`src/rtl/riscv_ctrl_pkg.sv`:
```
// Shared encodings for the multicycle RV32I controller, datapath and ALU.
// Pure declarations: no latency, no flow control.
package riscv_ctrl_pkg;

  typedef enum logic [3:0] {
    S_FETCH    = 4'd0,
    S_DECODE   = 4'd1,
    S_MEMADR   = 4'd2,
    S_MEMREAD  = 4'd3,
    S_MEMWB    = 4'd4,
    S_MEMWRITE = 4'd5,
    S_EXECUTER = 4'd6,
    S_EXECUTEI = 4'd7,
    S_ALUWB    = 4'd8,
    S_BEQ      = 4'd9,
    S_JAL      = 4'd10
  } state_t;

  localparam logic [6:0] OP_LOAD  = 7'b0000011;
  localparam logic [6:0] OP_STORE = 7'b0100011;
  localparam logic [6:0] OP_RTYPE = 7'b0110011;
  localparam logic [6:0] OP_ITYPE = 7'b0010011;
  localparam logic [6:0] OP_BEQ   = 7'b1100011;
  localparam logic [6:0] OP_JAL   = 7'b1101111;

  localparam logic [2:0] ALU_ADD = 3'b000;
  localparam logic [2:0] ALU_SUB = 3'b001;
  localparam logic [2:0] ALU_AND = 3'b010;
  localparam logic [2:0] ALU_OR  = 3'b011;
  localparam logic [2:0] ALU_SLT = 3'b101;

  localparam logic [1:0] ALUOP_ADD   = 2'b00;
  localparam logic [1:0] ALUOP_SUB   = 2'b01;
  localparam logic [1:0] ALUOP_FUNCT = 2'b10;

  localparam logic [1:0] RES_ALUOUT    = 2'b00;
  localparam logic [1:0] RES_DATA      = 2'b01;
  localparam logic [1:0] RES_ALURESULT = 2'b10;

  localparam logic [1:0] SRCA_PC    = 2'b00;
  localparam logic [1:0] SRCA_OLDPC = 2'b01;
  localparam logic [1:0] SRCA_RS1   = 2'b10;

  localparam logic [1:0] SRCB_RS2  = 2'b00;
  localparam logic [1:0] SRCB_IMM  = 2'b01;
  localparam logic [1:0] SRCB_FOUR = 2'b10;

  localparam logic [1:0] IMM_I = 2'b00;
  localparam logic [1:0] IMM_S = 2'b01;
  localparam logic [1:0] IMM_B = 2'b10;
  localparam logic [1:0] IMM_J = 2'b11;

endpackage

```
`src/rtl/riscv_multicycle_control_alu_decoder.sv`:
```
// ALU select decode from ALU op class and funct fields; flags unsupported funct3.
// Combinational, zero latency; no flow control.
module alu_decoder
  import riscv_ctrl_pkg::*;
(
  input  logic [1:0] alu_op,
  input  logic [2:0] funct3,
  input  logic       op5,
  input  logic       funct7b5,
  output logic [2:0] alu_control,
  output logic       illegal
);

  always_comb begin
    alu_control = ALU_ADD;
    illegal     = 1'b0;
    case (alu_op)
      ALUOP_ADD: alu_control = ALU_ADD;
      ALUOP_SUB: alu_control = ALU_SUB;
      default: begin
        case (funct3)
          // Only R-type (op[5]) can encode sub; addi with imm[10] set stays add.
          3'b000:  alu_control = (op5 & funct7b5) ? ALU_SUB : ALU_ADD;
          3'b010:  alu_control = ALU_SLT;
          3'b110:  alu_control = ALU_OR;
          3'b111:  alu_control = ALU_AND;
          default: illegal = 1'b1;
        endcase
      end
    endcase
  end

endmodule

```
`src/rtl/riscv_multicycle_control.sv`:
```
// Multicycle RV32I sequencer: drives datapath enables/selects and the ALU select.
// lw 5, sw/R/I/jal 4, beq 3 cycles; stalls in FETCH/MEMREAD/MEMWRITE until mem_ready.
module riscv_multicycle_control
  import riscv_ctrl_pkg::*;
#(
  parameter state_t RESET_STATE = S_FETCH
)
(
  input  logic       clk,
  input  logic       rst,
  input  logic [6:0] op,
  input  logic [2:0] funct3,
  input  logic       funct7b5,
  input  logic       zero,
  input  logic       mem_ready,
  output logic       pc_write,
  output logic       adr_src,
  output logic       mem_write,
  output logic       ir_write,
  output logic [1:0] result_src,
  output logic [1:0] alu_src_a,
  output logic [1:0] alu_src_b,
  output logic [1:0] imm_src,
  output logic       reg_write,
  output logic [2:0] alu_control,
  output logic       illegal_insn
);

  state_t     state;
  state_t     cur;
  logic [1:0] alu_op;
  logic       alu_illegal;
  logic       branch, pc_update, ir_we, mem_we, reg_we, fsm_illegal;

  alu_decoder u_alu_decoder (
    .alu_op      (alu_op),
    .funct3      (funct3),
    .op5         (op[5]),
    .funct7b5    (funct7b5),
    .alu_control (alu_control),
    .illegal     (alu_illegal)
  );

  always_ff @(posedge clk) begin
    if (rst) begin
      state <= RESET_STATE;
    end else begin
      case (state)
        S_FETCH: if (mem_ready) state <= S_DECODE;
        S_DECODE: begin
          case (op)
            OP_LOAD, OP_STORE: state <= S_MEMADR;
            OP_RTYPE:          state <= S_EXECUTER;
            OP_ITYPE:          state <= S_EXECUTEI;
            OP_BEQ:            state <= S_BEQ;
            OP_JAL:            state <= S_JAL;
            default:           state <= S_FETCH;
          endcase
        end
        S_MEMADR:   state <= (op == OP_LOAD) ? S_MEMREAD : S_MEMWRITE;
        S_MEMREAD:  if (mem_ready) state <= S_MEMWB;
        S_MEMWRITE: if (mem_ready) state <= S_FETCH;
        S_EXECUTER, S_EXECUTEI: state <= alu_illegal ? S_FETCH : S_ALUWB;
        S_JAL:      state <= S_ALUWB;
        default:    state <= S_FETCH;
      endcase
    end
  end

  // Reset overrides the decoded state so selects show FETCH values in that cycle.
  always_comb begin
    cur         = rst ? S_FETCH : state;
    adr_src     = 1'b0;
    result_src  = RES_ALUOUT;
    alu_src_a   = SRCA_PC;
    alu_src_b   = SRCB_RS2;
    alu_op      = ALUOP_ADD;
    branch      = 1'b0;
    pc_update   = 1'b0;
    ir_we       = 1'b0;
    mem_we      = 1'b0;
    reg_we      = 1'b0;
    fsm_illegal = 1'b0;
    case (cur)
      S_FETCH: begin
        alu_src_b  = SRCB_FOUR;
        result_src = RES_ALURESULT;
        ir_we      = mem_ready;
        pc_update  = mem_ready;
      end
      S_DECODE: begin
        alu_src_a = SRCA_OLDPC;
        alu_src_b = SRCB_IMM;
        case (op)
          OP_LOAD, OP_STORE, OP_RTYPE, OP_ITYPE, OP_BEQ, OP_JAL: fsm_illegal = 1'b0;
          default: fsm_illegal = 1'b1;
        endcase
      end
      S_MEMADR: begin
        alu_src_a = SRCA_RS1;
        alu_src_b = SRCB_IMM;
      end
      S_MEMREAD:  adr_src = 1'b1;
      S_MEMWB: begin
        result_src = RES_DATA;
        reg_we     = 1'b1;
      end
      S_MEMWRITE: begin
        adr_src = 1'b1;
        mem_we  = 1'b1;
      end
      S_EXECUTER: begin
        alu_src_a = SRCA_RS1;
        alu_op    = ALUOP_FUNCT;
      end
      S_EXECUTEI: begin
        alu_src_a = SRCA_RS1;
        alu_src_b = SRCB_IMM;
        alu_op    = ALUOP_FUNCT;
      end
      S_ALUWB: reg_we = 1'b1;
      S_BEQ: begin
        alu_src_a   = SRCA_RS1;
        alu_op      = ALUOP_SUB;
        branch      = (funct3 == 3'b000);
        fsm_illegal = (funct3 != 3'b000);
      end
      S_JAL: begin
        alu_src_a = SRCA_OLDPC;
        alu_src_b = SRCB_FOUR;
        pc_update = 1'b1;
      end
      default: ;
    endcase
  end

  always_comb begin
    case (op)
      OP_STORE: imm_src = IMM_S;
      OP_BEQ:   imm_src = IMM_B;
      OP_JAL:   imm_src = IMM_J;
      default:  imm_src = IMM_I;
    endcase
  end

  assign pc_write     = ~rst & (pc_update | (branch & zero));
  assign ir_write     = ~rst & ir_we;
  assign mem_write    = ~rst & mem_we;
  assign reg_write    = ~rst & reg_we;
  assign illegal_insn = ~rst & (fsm_illegal |
                        (((cur == S_EXECUTER) || (cur == S_EXECUTEI)) & alu_illegal));

endmodule

```
`config.mk`:
```
export PLATFORM = sky130hd
export DESIGN_NAME = riscv_multicycle_control
export DESIGN_NICKNAME = d
export VERILOG_FILES = /design/src/rtl/riscv_ctrl_pkg.sv /design/src/rtl/riscv_multicycle_control_alu_decoder.sv /design/src/rtl/riscv_multicycle_control.sv
export SDC_FILE = /design/constraint.sdc
export NUM_CORES = 1
export LEC_CHECK = 0
export BUFFER_PORTS_ARGS = -buffer_cell sky130_fd_sc_hd__buf_2
export CAP_MARGIN = 20
export CELL_PAD_IN_SITES_DETAIL_PLACEMENT = 1
export CELL_PAD_IN_SITES_GLOBAL_PLACEMENT = 1
export CORE_MARGIN = 2
export CORE_UTILIZATION = 32
export DETAILED_ROUTE_END_ITERATION = 10
export GPL_TIMING_DRIVEN = 0
export PLACE_DENSITY_LB_ADDON = 0.1
export SYNTH_ARGS = -nofsm -noshare
export SYNTH_HDL_FRONTEND = slang
export SYNTH_SLANG_ARGS = --single-unit
```
`constraint.sdc`:
```
create_clock -name clk -period 4 [get_ports clk]
set_input_delay 0.8 -clock clk [delete_from_list [all_inputs] [get_ports clk]]
set_output_delay 0.8 -clock clk [all_outputs]
set_load 0.02 [all_outputs]
```
==> flow_summary.json, run 1 <==
{
  "status": "completed",
  "drt_iter0_markers": 10,
  "synthDistinctLibCells": 40,
  "synth_top_area_cell": "dfxtp_1",
  "slowest_stage": "or3_4",
  "die_w_um": 49.0,
  "fin_setup_tns_ns": 0,
  "start_util_pct": 33.4,
  "antenna_found_initial": 0,
  "place_congestion": 0.833,
  "synth.top_cells.by_count": "12 x nor2_1, 8 x nand2_1, 7 x a21oi_1",
  "clkLatencyLatePin_ns": 0.24,
  "antenna_left": 0,
  "coreArea_um2": 1940,
  "arrival_ns": 1.92,
  "comb_power_share_pct": 37.0,
  "endpoint_kind": "primary output",
  "num-fill-cells": 275,
  "critPathLaunch": "op[2]",
  "cts_tree": "built",
  "finalSetupViolCount": 0,
  "grt_usage_pct": 19.2,
  "top_regs": "state: 4 flops",
  "cts_made_buffers": 3,
  "syn_area_um2": 649,
  "nets": 146,
  "cpPeakStageDelay_ns": 0.41,
  "synthToLayoutAreaGrowth_pct": 32.6,
  "r2r-end": "state[2]",
  "cts_buffer_depth": 2,
  "finalHoldViolations": 0,
  "tightest_slew_ns": 0.326,
  "setup_ws_ns": 1.28,
  "post_cts_resized": 0,
  "synth-seq-cells": 4,
  "routedWlPerCell_um": 13.7,
  "seq_area_frac_synth_pct": 12.3,
  "grt_overflow": 0,
  "largest-register": "state",
  "dpl_worst_slack_ns": 1.28,
  "ys_async_sr_fraction_pct": 0,
  "synth_cells": 95,
  "rsz0062_at_grt": "false",
  "synth_most_common_cell": "nor2_1",
  "switching_share_pct": 34.8,
  "synth_top_area_share_pct": 12.3,
  "cpMostUsedCell": "buf_2",
  "yosys_most_used_dff": "dfxtp_1",
  "dp_hpwl_um": 1720,
  "switchingPower_w": 0.0000512,
  "fin_crit_ns": 2.72,
  "power.leakage_nw": 0.372,
  "path_cells": "buf_2 > or3_4 > o21ai_1 > nand3_1 > nor3b_1 > buf_2",
  "cts_root_buf": "clkbuf_4",
  "worstSetupEndpoint": "imm_src[0]",
  "synth-simple-area-share_pct": 44.5,
  "max_freq_ghz": 0.367,
  "dr.pass1.iters": 4,
  "regArea_um2": 80.1,
  "num_vias": 834,
  "synth_compound_area_share_pct": 29.5,
  "synth_mux_area_share_pct": 0,
  "synthAdderAreaFrac_pct": 0,
  "clockPowerShare_pct": 34.5,
  "clkTransAtPathRegs_ns": 0.04,
  "routed_via_density": 5.35,
  "synthTopCellsByArea": "dfxtp_1 12%, nor2_1 6.9%, a21oi_1 5.4%, nand2_1 4.6%, xnor2_1 4.0%",
  "drv_slew": 0,
  "grt_start_max_net_pins": 11,
  "multi_input_area_um2": 507,
  "critPathMaxFanout": 4,
  "worst_hold_path_type": "flop to flop",
  "drv_cap": 0,
  "worstSetupPathType": "input port to primary output",
  "io_buffers": 31,
  "cts.sinks": 4,
  "synth_top_family_by_area": "simple AND/OR/NAND/NOR gates",
  "largest_register_ffs": 4,
  "r2r_start": "state[1]",
  "h-tree-depth": 1,
  "grt_pass1_vias": 817,
  "syn_nets": 110,
  "hold_buffers": 0,
  "clock_skew_ns": 0.000442,
  "avgSynthCellArea_um2": 6.84,
  "pin_count": 32,
  "vdd_ir_drop_max_mv": 0.0737,
  "synth_xor_area_share_pct": 4.05,
  "power_frac_seq_pct": 28.4,
  "fin_crit_sh_pct": 68.1,
  "crit_path_start_kind": "input port",
  "drive_gt1_share_pct": 37.2,
  "drcViolationCount": 0,
  "slew_headroom_pct": 78.2,
  "die-area_um2": 2410,
  "fp-row-count": 16,
  "power-per-cell-area_nw_per_um2": 171,
  "crit_required_ns": 3.20,
  "diodes": 0,
  "die_h_um": 49.0,
  "grt_pass1_wl_um": 3690,
  "intPower_w": 0.0000958,
  "totalWireLength_um": 2140,
  "rr_worst_depth": 4,
  "r2r_slack_ns": 2.68,
  "synth-edff-count": 0,
  "cts_setup_buffers": 0,
  "yosysWarningCount": 0
}
[layer usage]
layer / part of all wire [%] / up-vias / GRT usage (%)
li1: - / 418 / -
met1: 50 / 396 / 25.7
met2: 46 / 18 / 32.0
met3: 3.4 / 2 / 2.76
met4: 0.89 / 0 / 5.71
met5: 0 / - / 0
[worst min path at each step]
stage | startpoint | end | slack, ns | cells past startpoint
after floorplan | state[0] | state[2] | 0.59 | 3
after global placement | state[0] | state[2] | 0.65 | 3
after detailed placement | state[0] | state[2] | 0.66 | 3
after CTS | state[0] | state[2] | 0.67 | 3
after global routing | state[0] | state[2] | 0.72 | 3
final | state[0] | state[2] | 0.67 | 3
[stage by stage]
step                util [%]  hold WS, ns  instances  power [W]  instance area, µm²
floorplan                  -        0.590         95  0.0000754                 649
global placement        43.2        0.648        153  0.0000963                 838
detailed placement      43.2        0.664        153  0.0000969                 838
CTS                     44.3        0.666        156   0.000149                 861
global route            44.3        0.717        156   0.000157                 861
finish                  44.3        0.666        156   0.000147                 861
[final cells by class]
class                      count  area share, %
multi-input combinational     81           58.9
clock buffer                   3           2.62
sequential                     4           9.30
inverter                       4           2.03
timing repair buffer          31           18.0
tap                           27           3.92
buffer                         6           5.23
[power groups by stage]
stage	Sequential [W]	Combinational (W)	Clock, W
floorplan	0.0000422	0.0000331	0
global placement	0.0000423	0.0000540	0
detailed placement	0.0000425	0.0000544	0
CTS	0.0000418	0.0000548	0.0000526
global route	0.0000420	0.0000602	0.0000551
finish	0.0000418	0.0000544	0.0000508
[cell families (layout without fill, tap and decap cells)]
group | Yosys count | in the layout
and+or+nand+nor | 48 | 48
AOI/OAI and AO/OA | 30 | 30
buffers and inverters | 10 | 44
DFF | 4 | 4
xor gates and xnor gates | 3 | 3
[cells in the final DEF, fill, tap and decap left out, types with 2 or more instances in the layout]
| cell type | netlist | final |
|---|---|---|
| a21o_1 | 3 | 3 |
| a21oi_1 | 7 | 7 |
| a31oi_1 | 2 | 2 |
| and2b_1 | 2 | 2 |
| and3_1 | 3 | 3 |
| buf_2 | 3 | 34 |
| buf_6 | 2 | 2 |
| clkbuf_4 | 0 | 3 |
| dfxtp_1 | 4 | 4 |
| inv_1 | 2 | 2 |
| nand2_1 | 8 | 8 |
| nand2b_1 | 3 | 3 |
| nand3b_1 | 2 | 2 |
| nor2_1 | 12 | 12 |
| nor3_1 | 5 | 5 |
| nor4_1 | 2 | 2 |
| nor4_2 | 2 | 2 |
| o21ai_0 | 4 | 4 |
| o21ai_1 | 2 | 2 |
| o21bai_1 | 2 | 2 |
| o22ai_1 | 3 | 3 |
| xnor2_1 | 3 | 3 |
[worst max-delay path: cells and delay by family]
kind	cells	cell delay, ns
buf+inv	2	0.31
compound gates	1	0.10
simple gates	3	0.72
(Power assumes the default switching activity.)
==> inputs of run 2 (changes only) <==
- CORE_UTILIZATION: 32 -> 27
- clock period: 4 -> 2.2 ns (I/O delays scaled with it)
==> flow_summary.json, run 2 (synthesis gave the netlist of run 1 again) <==
{
  "drv_cap": 0,
  "total_power_w": 0.000265,
  "slew_headroom_pct": 77.4,
  "fp-row-count": 17,
  "intPower_w": 0.000174,
  "routed_via_density": 5.30,
  "endpoint_kind": "primary output",
  "worstSetupPathType": "flop to primary output",
  "start_util_pct": 29.1,
  "finalHoldViolations": 0,
  "vdd_ir_drop_max_mv": 0.178,
  "slowest_stage": "or4_1",
  "fin_crit_ns": 2.06,
  "worst_hold_path_type": "input port to flop",
  "tightest_slew_ns": 0.336,
  "antenna_left": 0,
  "cts_made_buffers": 3,
  "cts_tree": "built",
  "drv_slew": 0,
  "final_area_um2": 862,
  "die_h_um": 53.0,
  "cts_root_buf": "clkbuf_4",
  "largest_register_ffs": 4,
  "fin_crit_sh_pct": 93.8,
  "drt_iter0_markers": 10,
  "antenna_found_initial": 0,
  "clkTransAtPathRegs_ns": 0.04,
  "cts_buffer_depth": 2,
  "place_congestion": 0.806,
  "clkLatencyLatePin_ns": 0.23,
  "nets": 146,
  "clock_skew_ns": 0.00172,
  "die-area_um2": 2810,
  "path_cells": "buf_6 > inv_4 > or4_1 > a21oi_1 > buf_2",
  "h-tree-depth": 1,
  "placed_area_um2": 840,
  "switchingPower_w": 0.0000910,
  "rsz0062_at_grt": "false",
  "post_cts_resized": 0,
  "layout_common_cells": "34 x buf_2, 12 x nor2_1, 8 x nand2_1, 7 x a21oi_1, 5 x nor3_1",
  "grt_pass1_wl_um": 3770,
  "cpPeakStageDelay_ns": 0.52,
  "drive_gt1_share_pct": 37.2,
  "drcViolationCount": 0,
  "dr.pass1.iters": 4,
  "switching_share_pct": 34.3,
  "grt_pass1_vias": 812,
  "synthToLayoutAreaGrowth_pct": 32.8,
  "largest-register": "state",
  "cts_setup_buffers": 0,
  "dp_hpwl_um": 1770,
  "routedWlPerCell_um": 13.9,
  "top_regs": "state: 4 flops",
  "die_w_um": 53.0,
  "grt_overflow": 0,
  "num_vias": 832,
  "grt_start_max_net_pins": 11,
  "io_buffers": 31,
  "critPathMaxFanout": 10,
  "clockPowerShare_pct": 33.9,
  "coreArea_um2": 2230,
  "comb_power_share_pct": 37.4,
  "power_frac_seq_pct": 28.7,
  "crit_required_ns": 1.76,
  "diodes": 0,
  "pin_count": 32,
  "fin_setup_tns_ns": 0,
  "crit_path_start_kind": "flop",
  "power.leakage_nw": 0.372,
  "power-per-cell-area_nw_per_um2": 307,
  "cts.sinks": 4,
  "arrival_ns": 1.62,
  "hold_buffers": 0,
  "layout_commonest_cell": "buf_2",
  "totalWireLength_um": 2180,
  "grt_usage_pct": 18.1,
  "finalSetupViolCount": 0,
  "max_freq_ghz": 0.484,
  "status": "completed"
}
[run 2: cell counts in the layout (fill, tap and decap cells not counted)]
No cell type changed its count.
[run 2: worst max-delay path, delay by kind of cell (launching register included)]
kind / cells / cell delay [ns]
simple gates: 1 / 0.52
buf+inv: 3 / 0.39
flops: 1 / 0.35
compound gates: 1 / 0.13
[run 2: through the flow]
stage	hold WS, ns	std cells	setup slack (ns)	utilization [%]
global route	0.564	157	0.0127	38.6
detailed placement	0.657	154	0.190	37.6
floorplan	0.590	95	0.207	-
finish	0.543	157	0.135	38.6
CTS	0.535	157	0.131	38.6
global placement	0.659	154	0.191	37.6
[run 2: area by class of cell]
class                           instances  area [µm²]
Timing Repair Buffer                   31         155
Multi-Input combinational cell         81         507
Tap cell                               28        35.0
Sequential cell                         4        80.1
Clock buffer                            3        22.5
Buffer                                  6        45.0
Fill cell                             314        1370
Inverter                                4        17.5
[run 2: per-layer routing]
metal / routed length [µm] / share of wire (%) / vias to the layer above / GRT usage (%)
met3: 66 / 3.0 / 2 / 0.847
li1: - / - / 423 / -
met5: 0 / 0 / - / 0
met4: 11 / 0.50 / 0 / 6.41
met1: 1070 / 49 / 388 / 25.3
met2: 1030 / 47 / 19 / 29.2
[run 2: final timing paths]
kind / start / endpoint / slack, ns / cells after the start
hold reg to reg: state[0] / state[2] / 0.67 / 3
setup / recovery: state[0] / alu_src_a[1] / 0.14 / 5
setup reg to reg: state[2] / state[2] / 0.85 / 5
hold / removal: op[0] / state[1] / 0.54 / 3
[run 2: power by group through the flow]
| stage | Sequential (W) | Clock [W] | Combinational, W |
|---|---|---|---|
| after CTS | 0.0000760 | 0.0000946 | 0.000100 |
| after floorplan | 0.0000768 | 0 | 0.0000603 |
| after detailed placement | 0.0000770 | 0 | 0.0000997 |
| final | 0.0000761 | 0.0000897 | 0.0000991 |
| after global routing | 0.0000761 | 0.0000998 | 0.000109 |
| after global placement | 0.0000769 | 0 | 0.0000989 |
==> inputs of run 3 (changes only) <==
- RECOVER_POWER: not set -> 100
==> flow_summary.json, run 3 (synthesis gave the netlist of run 1 again) <==
{
  "use_met2_pct": 29.2,
  "arrival_ns": 1.64,
  "place_congestion": 0.806,
  "layout_commonest_cell": "buf_2",
  "grt_start_max_net_pins": 11,
  "grtUsageMet3_pct": 0.847,
  "routed_via_density": 5.19,
  "io_buffers": 31,
  "synthToLayoutAreaGrowth_pct": 28.5,
  "rsz0062_at_grt": "false",
  "antenna_left": 0,
  "instances_no_fill": 157,
  "die-area_um2": 2810,
  "nets": 146,
  "largest-register": "state",
  "crit_required_ns": 1.76,
  "fin_crit_sh_pct": 94.4,
  "grt_usage_pct": 18.1,
  "largest_register_ffs": 4,
  "antenna_found_initial": 0,
  "pin_count": 32,
  "drt_iter0_markers": 12,
  "slew_headroom_pct": 63.7,
  "power-per-cell-area_nw_per_um2": 314,
  "cts.sinks": 4,
  "routedWlPerCell_um": 13.8,
  "endpoint_kind": "primary output",
  "clock_skew_ns": 0.00145,
  "finalHoldViolations": 0,
  "clkLatencyLatePin_ns": 0.23,
  "tightest_slew_ns": 0.537,
  "cts_root_buf": "clkbuf_4",
  "start_util_pct": 29.1,
  "drive_gt1_share_pct": 26.4,
  "critPathMaxFanout": 4,
  "max_freq_ghz": 0.482,
  "layout_common_cells": "21 x buf_2, 12 x nor2_1, 12 x clkbuf_1, 8 x nand2_1, 7 x a21oi_1",
  "drv_cap": 0,
  "die_w_um": 53.0,
  "h-tree-depth": 1,
  "cts_buffer_depth": 2,
  "worst_hold_path_type": "input port to flop",
  "num-fill-cells": 326,
  "cts_tree": "built",
  "dp_hpwl_um": 1770,
  "totalWireLength_um": 2170,
  "dr.pass1.iters": 4,
  "clkTransAtPathRegs_ns": 0.04,
  "fp-row-count": 17,
  "status": "completed",
  "use_met1_pct": 25.3,
  "diodes": 0,
  "crit_path_start_kind": "input port",
  "vdd_ir_drop_max_mv": 0.181,
  "fin_setup_tns_ns": 0,
  "finalSetupViolCount": 0,
  "num_vias": 815,
  "top_regs": "state: 4 flops",
  "grt_pass1_vias": 812,
  "cts_made_buffers": 3,
  "grt_overflow": 0,
  "fin_crit_ns": 2.08,
  "worstSetupPathType": "input port to primary output",
  "coreArea_um2": 2230,
  "post_cts_resized": 0,
  "grt_busiest_layer": "met2",
  "hold_buffers": 0,
  "dp.cells": 154,
  "drv_slew": 0,
  "power.leakage_nw": 0.324,
  "drcViolationCount": 0,
  "grt_pass1_wl_um": 3770,
  "die_h_um": 53.0,
  "cts_setup_buffers": 0
}
[run 3: critical path: stages]
cell and delay [ns]:
buf_2 0.12, or3_4 0.41, o21ai_1 0.10, nand3_1 0.12, nor3b_1 0.20, clkbuf_1 0.25
[run 3: metal layers]
layer  share of wire [%]  routed length [µm]
met1                  48                1040
met2                  47                1030
met3                 4.3                  93
met4                0.51                  11
met5                   0                   0
[run 3: metrics by stage]
| step | area, µm² | hold WS, ns | utilization [%] | total power, W | setup WS [ns] |
|---|---|---|---|---|---|
| after detailed placement | 840 | 0.657 | 37.6 | 0.000177 | 0.190 |
| after CTS | 862 | 0.535 | 38.6 | 0.000271 | 0.131 |
| after floorplan | 649 | 0.590 | - | 0.000137 | 0.207 |
| final | 835 | 0.548 | 37.4 | 0.000262 | 0.124 |
| after global placement | 840 | 0.659 | 37.6 | 0.000176 | 0.191 |
| after global routing | 835 | 0.564 | 37.4 | 0.000282 | 0.00668 |
[run 3: worst paths after layout]
kind / slack [ns] / endpoint / cells after the start / startpoint
max: 0.12 / imm_src[0] / 6 / op[2]
min: 0.55 / state[1] / 3 / op[0]
max reg2reg: 0.70 / state[2] / 5 / state[1]
min reg2reg: 0.67 / state[2] / 3 / state[0]
[run 3: power by group]
part	switching [W]	internal, W
registers	0.00000136	0.0000747
logic	0.0000600	0.0000364
clock network	0.0000289	0.0000610
[run 3: cell type report]
class,instances,area (µm²),area share [%]
Sequential cell,4,80.1,9.60
Inverter,4,17.5,2.10
Multi-Input combinational cell,81,494,59.2
Tap cell,28,35.0,4.20
Clock buffer,3,22.5,2.70
Buffer,6,45.0,5.40
Timing Repair Buffer,31,140,16.8
